[src/rtl/alu_writeback.sv]
// Writeback sequencer behind the ALU: retires one result bundle per accept and
// drives the register-file write port, splitting 64-bit multiplies into two writes.
module alu_writeback #(
  parameter int DATA_W = 32,
  parameter int ADDR_W = 5
) (
  input  logic              clk,
  input  logic              rst,
  input  logic              in_valid,
  output logic              in_ready,
  input  logic [3:0]        control,
  input  logic [DATA_W-1:0] result_1,
  input  logic [DATA_W-1:0] result_2,
  input  logic              zero_flag,
  input  logic              carry_flag,
  input  logic              sign_flag,
  input  logic              overflow_flag,
  input  logic [ADDR_W-1:0] rd_addr,
  input  logic              wb_en,
  input  logic              flag_en,
  output logic              rf_we,
  output logic [ADDR_W-1:0] rf_waddr,
  output logic [DATA_W-1:0] rf_wdata,
  output logic [3:0]        status,
  output logic [31:0]       retired
);

  typedef enum logic {
    S_IDLE = 1'b0,
    S_PAIR = 1'b1
  } state_t;

  state_t              r_state;
  state_t              w_state_next;
  logic                w_accept;
  logic                w_is_mul;
  logic                w_start_pair;

  logic                r_rf_we;
  logic [ADDR_W-1:0]   r_rf_waddr;
  logic [DATA_W-1:0]   r_rf_wdata;
  logic [3:0]          r_status;
  logic [31:0]         r_retired;
  logic [ADDR_W-1:0]   r_pend_addr;
  logic [DATA_W-1:0]   r_pend_data;

  assign in_ready     = !rst && (r_state == S_IDLE);
  assign w_accept     = in_valid && in_ready;
  assign w_is_mul     = (control == 4'b1010) || (control == 4'b1011);
  assign w_start_pair = w_accept && w_is_mul && wb_en;

  // NOTE: every signal written in always_comb is given a default first, so no
  // path leaves it unassigned and no latch is inferred.
  always_comb begin
    w_state_next = r_state;
    case (r_state)
      S_IDLE:  if (w_start_pair) w_state_next = S_PAIR;
      S_PAIR:  w_state_next = S_IDLE;
      default: w_state_next = S_IDLE;
    endcase
  end

  // NOTE: sequential state uses non-blocking assignments so every register
  // samples pre-edge values, independent of statement order.
  always_ff @(posedge clk) begin
    if (rst) r_state <= S_IDLE;
    else     r_state <= w_state_next;
  end

  always_ff @(posedge clk) begin
    if (rst) begin
      r_rf_we     <= 1'b0;
      r_rf_waddr  <= '0;
      r_rf_wdata  <= '0;
      r_status    <= 4'b0000;
      r_retired   <= 32'd0;
      r_pend_addr <= '0;
      r_pend_data <= '0;
    end else if (r_state == S_PAIR) begin
      r_rf_we    <= (r_pend_addr != '0);
      r_rf_waddr <= r_pend_addr;
      r_rf_wdata <= r_pend_data;
    end else if (w_accept) begin
      r_rf_we    <= wb_en && (rd_addr != '0);
      r_rf_waddr <= rd_addr;
      r_rf_wdata <= result_1;
      r_retired  <= r_retired + 32'd1;
      if (flag_en)
        r_status <= {zero_flag, carry_flag, sign_flag, overflow_flag};
      if (w_start_pair) begin
        // rd=31 wraps to r0, whose write is then suppressed like any r0 write
        r_pend_addr <= rd_addr + ADDR_W'(1);
        r_pend_data <= result_2;
      end
    end else begin
      r_rf_we <= 1'b0;
    end
  end

  assign rf_we    = r_rf_we;
  assign rf_waddr = r_rf_waddr;
  assign rf_wdata = r_rf_wdata;
  assign status   = r_status;
  assign retired  = r_retired;

endmodule

[config.mk]
export PLATFORM = sky130hd
export DESIGN_NAME = alu_writeback
export DESIGN_NICKNAME = d
export VERILOG_FILES = /design/src/rtl/alu_writeback.sv
export SDC_FILE = /design/constraint.sdc
export NUM_CORES = 1
export LEC_CHECK = 0
export CAP_MARGIN = 20
export CORE_AREA = 10 10 119 121
export CTS_CLUSTER_DIAMETER = 150
export CTS_CLUSTER_SIZE = 14
export DETAILED_ROUTE_END_ITERATION = 10
export DIE_AREA = 0 0 129 131
export PLACE_DENSITY = 0.75
export SLEW_MARGIN = 20
export SYNTH_ARGS = -nofsm -noshare
export SYNTH_HDL_FRONTEND = slang
export SYNTH_SLANG_ARGS = --single-unit
[constraint.sdc]
create_clock -name clk -period 2.1 [get_ports clk]
set_input_delay 0.42 -clock clk [delete_from_list [all_inputs] [get_ports clk]]
set_output_delay 0.42 -clock clk [all_outputs]
set_load 0.02 [all_outputs]
==> flow_summary.toml <==
[status]
outcome = "finished, final reports clean"

[detailed_routing]
first_iter_violations = 294
post_drt_wl_per_cell_um = 15.63
routed_wl_um = 13800
drc = 0
viasPerCell = 5.070
ant_nets = 0
drt_pass1_iterations = 4
num_vias = 4477

[global_route]
grt_pass1_wl_um = 21940
use_met1_pct = 18.57
grt_pass1_vias = 4404
overflow = 0
grt_max_degree = 77
grt_use_met3_pct = 4.714
gr-usage-all-layers_pct = 15.95
use_met2_pct = 27.76
top_usage_layer = "met2"
antenna_found_initial = 0

[sta]
hold_ws_ns = 0.4591
relSlewSlack_pct = 51.80
rsz0062_at_grt = "false"
clock-skew-final_ns = 0.007012
worst_pin_slew_ns = 0.7231
min_period_ns = 2.023
setup_viol = 0
drv_slew = 0
tns_ns = 0
clock.fmax_mhz = 494.3
hold_violations = 0
finalCritPeriodShare_pct = 96.35

[critical_path]
worst_path_most_repeated_cell = "or4_1"
worstPathRequired_ns = 2.38
crit_path_top_delay_cell = "or4_1"
rrSetupSlack_ns = 0.08
cp_top_family = "simple AND/OR/NAND/NOR gates"
cp-end-kind = "register"
critPathMaxStageDelay_ns = 0.55
critPathBufInv = 1
path_cells = "nand4bb_1 > or4_1 > buf_4 > or4_1 > a21oi_1"
crit_type = "register to register"
critical_path.max_fanout = 14
cp-start-kind = "register"
arrival_ns = 2.30

[yosys]
syn_nets = 662
synth_area_leader_cell = "dfxtp_1"
synthMuxAreaShare_pct = 10.27
synth-edff-count = 0
synth_top_family_by_area = "simple AND/OR/NAND/NOR gates"
synth_fa_ha_area_share_pct = 0.7878
synth_area_leaders = "dfxtp_1 (47%), a21oi_1 (8.9%), mux2i_1 (8.6%)"
avgSynthCellArea_um2 = 8.257
synth_top_area_share_pct = 47.06
synth-xor-area-share_pct = 2.206
synthSimpleGateAreaFrac_pct = 23.77
async_reset_ff_share_pct = 0
synth_cell_types = 35
syn_area_um2 = 4765
synth.most_common_cell = "dfxtp_1"
synth_common_cells = "dfxtp_1 (112), nor2_1 (100), a21oi_1 (85)"
ys_seq_area_share_pct = 47.06
ys_seq_elements = 112
yosysWarnings = 0
syn-instance-count = 577
synth_flop_cell = "dfxtp_1"
synth_compound_area_share_pct = 11.92

[final_layout]
antenna_cells = 0
fin_util_pct = 58.63
fill_cells = 1072
final_nets = 816
multi_input_area_um2 = 2347
area_delta_synth_final_pct = 45.35
layout-drive-gt1-share_pct = 8.288
final_area_um2 = 6925
register_area_um2 = 2247

[placed_design]
gp_congestion = 0.8258
place_hpwl_um = 10180
port_buffers = 155
post_dp_cell_area_um2 = 6545

[cts]
clkTransAtPathRegs_ns = 0.08
post_cts.repair.setup_buffers = 0
postCtsResizedCells = 0
tritoncts = "done"
h-tree-depth = 3
root_buffer = "clkbuf_16"
cts_hold_buffers = 0
clock-sinks = 112
cts_buffer_depth = 2
clk_latency_ns = 0.34
cts_buffers = 9

[floorplan]
core_area_um2 = 11810
die_w_um = 129
start_util_pct = 40.34
die_area_um2 = 16900
die_h_um = 131
io_pins = 157
row_count = 40

[power]
p_per_area_nw_per_um2 = 704.4
leakage_nw = 2.594
ir_worst_vdd_mv = 0.4971

[run]
maxCapViolations = 0

[hold_path]
hp-class = "register to register"
## layer usage
layer / share of wire [%] / vias up
li1: - / 2282
met1: 43 / 2090
met2: 50 / 97
met3: 6.0 / 8
met4: 0.88 / 0
met5: 0 / -
## report_power, final
group | internal [mW] | switching (mW)
Combinational | 0.307 | 0.254
Clock | 1.30 | 0.804
Sequential | 2.18 | 0.0308
## flip-flops by register name (all words and copies together), names as in the netlist
signal and count:
rf_waddr 5, r_pend_addr 5, r_state 1, retired 32, rf_we 1, status 4
r_pend_data 32, rf_wdata 32
## worst min-delay path: cells and delay by family (launching register included)
family	cells	cell delay, ns
AOI/OAI and AO/OA	1	0.05
and+or+nand+nor	1	0.05
DFF	1	0.32
## area by class of cell
| class | count | share of cell area (%) |
|---|---|---|
| timing repair buffer | 182 | 25.22 |
| clock inverter | 7 | 2.150 |
| inverter | 7 | 0.3794 |
| multi-input combinational | 419 | 33.89 |
| clock buffer | 9 | 3.252 |
| sequential | 112 | 32.45 |
| tap | 147 | 2.656 |
## path summary, 6_finish.rpt
kind,start,end,depth (start not counted)
max,r_state,retired[23],5
min,r_pend_data[19],r_pend_data[19],2
max reg2reg,r_state,retired[23],5
min reg2reg,r_pend_data[19],r_pend_data[19],2
## per-stage QoR
stage	total power, mW	worst slack [ns]	cells
after CTS	4.928	0.02523	883
after global routing	5.061	0.001606	883
after detailed placement	2.824	-0.1977	867
after floorplan	2.510	-0.04466	577
final	4.878	0.07675	883
after global placement	2.811	-0.1491	867
## cells by family (layout without fill, tap and decap cells)
logic type,Yosys count,in the layout
xor gates and xnor gates,12,12
adders and majority gates,3,3
and+or+nand+nor,249,249
buffers and inverters,46,205
DFF,112,112
muxes,48,48
AOI/OAI and AO/OA,107,107
## cells in the final DEF (no fill, tap or decap), types with 6 or more instances in the layout
cell type        instances
mux2i_1                 41
buf_4                   28
mux2_2                   6
or3_1                    8
clkdlybuf4s50_1        153
or4_1                    8
a21oi_1                 85
nor3_1                   8
and4_1                   6
inv_1                    6
o31ai_1                  7
nand2_1                 78
nor2b_1                  8
xor2_1                   6
xnor2_1                  6
o21ai_0                  9
nand3_1                 11
nor2_1                 100
dfxtp_1                108
nand4_1                  9
clkbuf_16                9
Note: power is estimated with default switching activity, not from simulation.
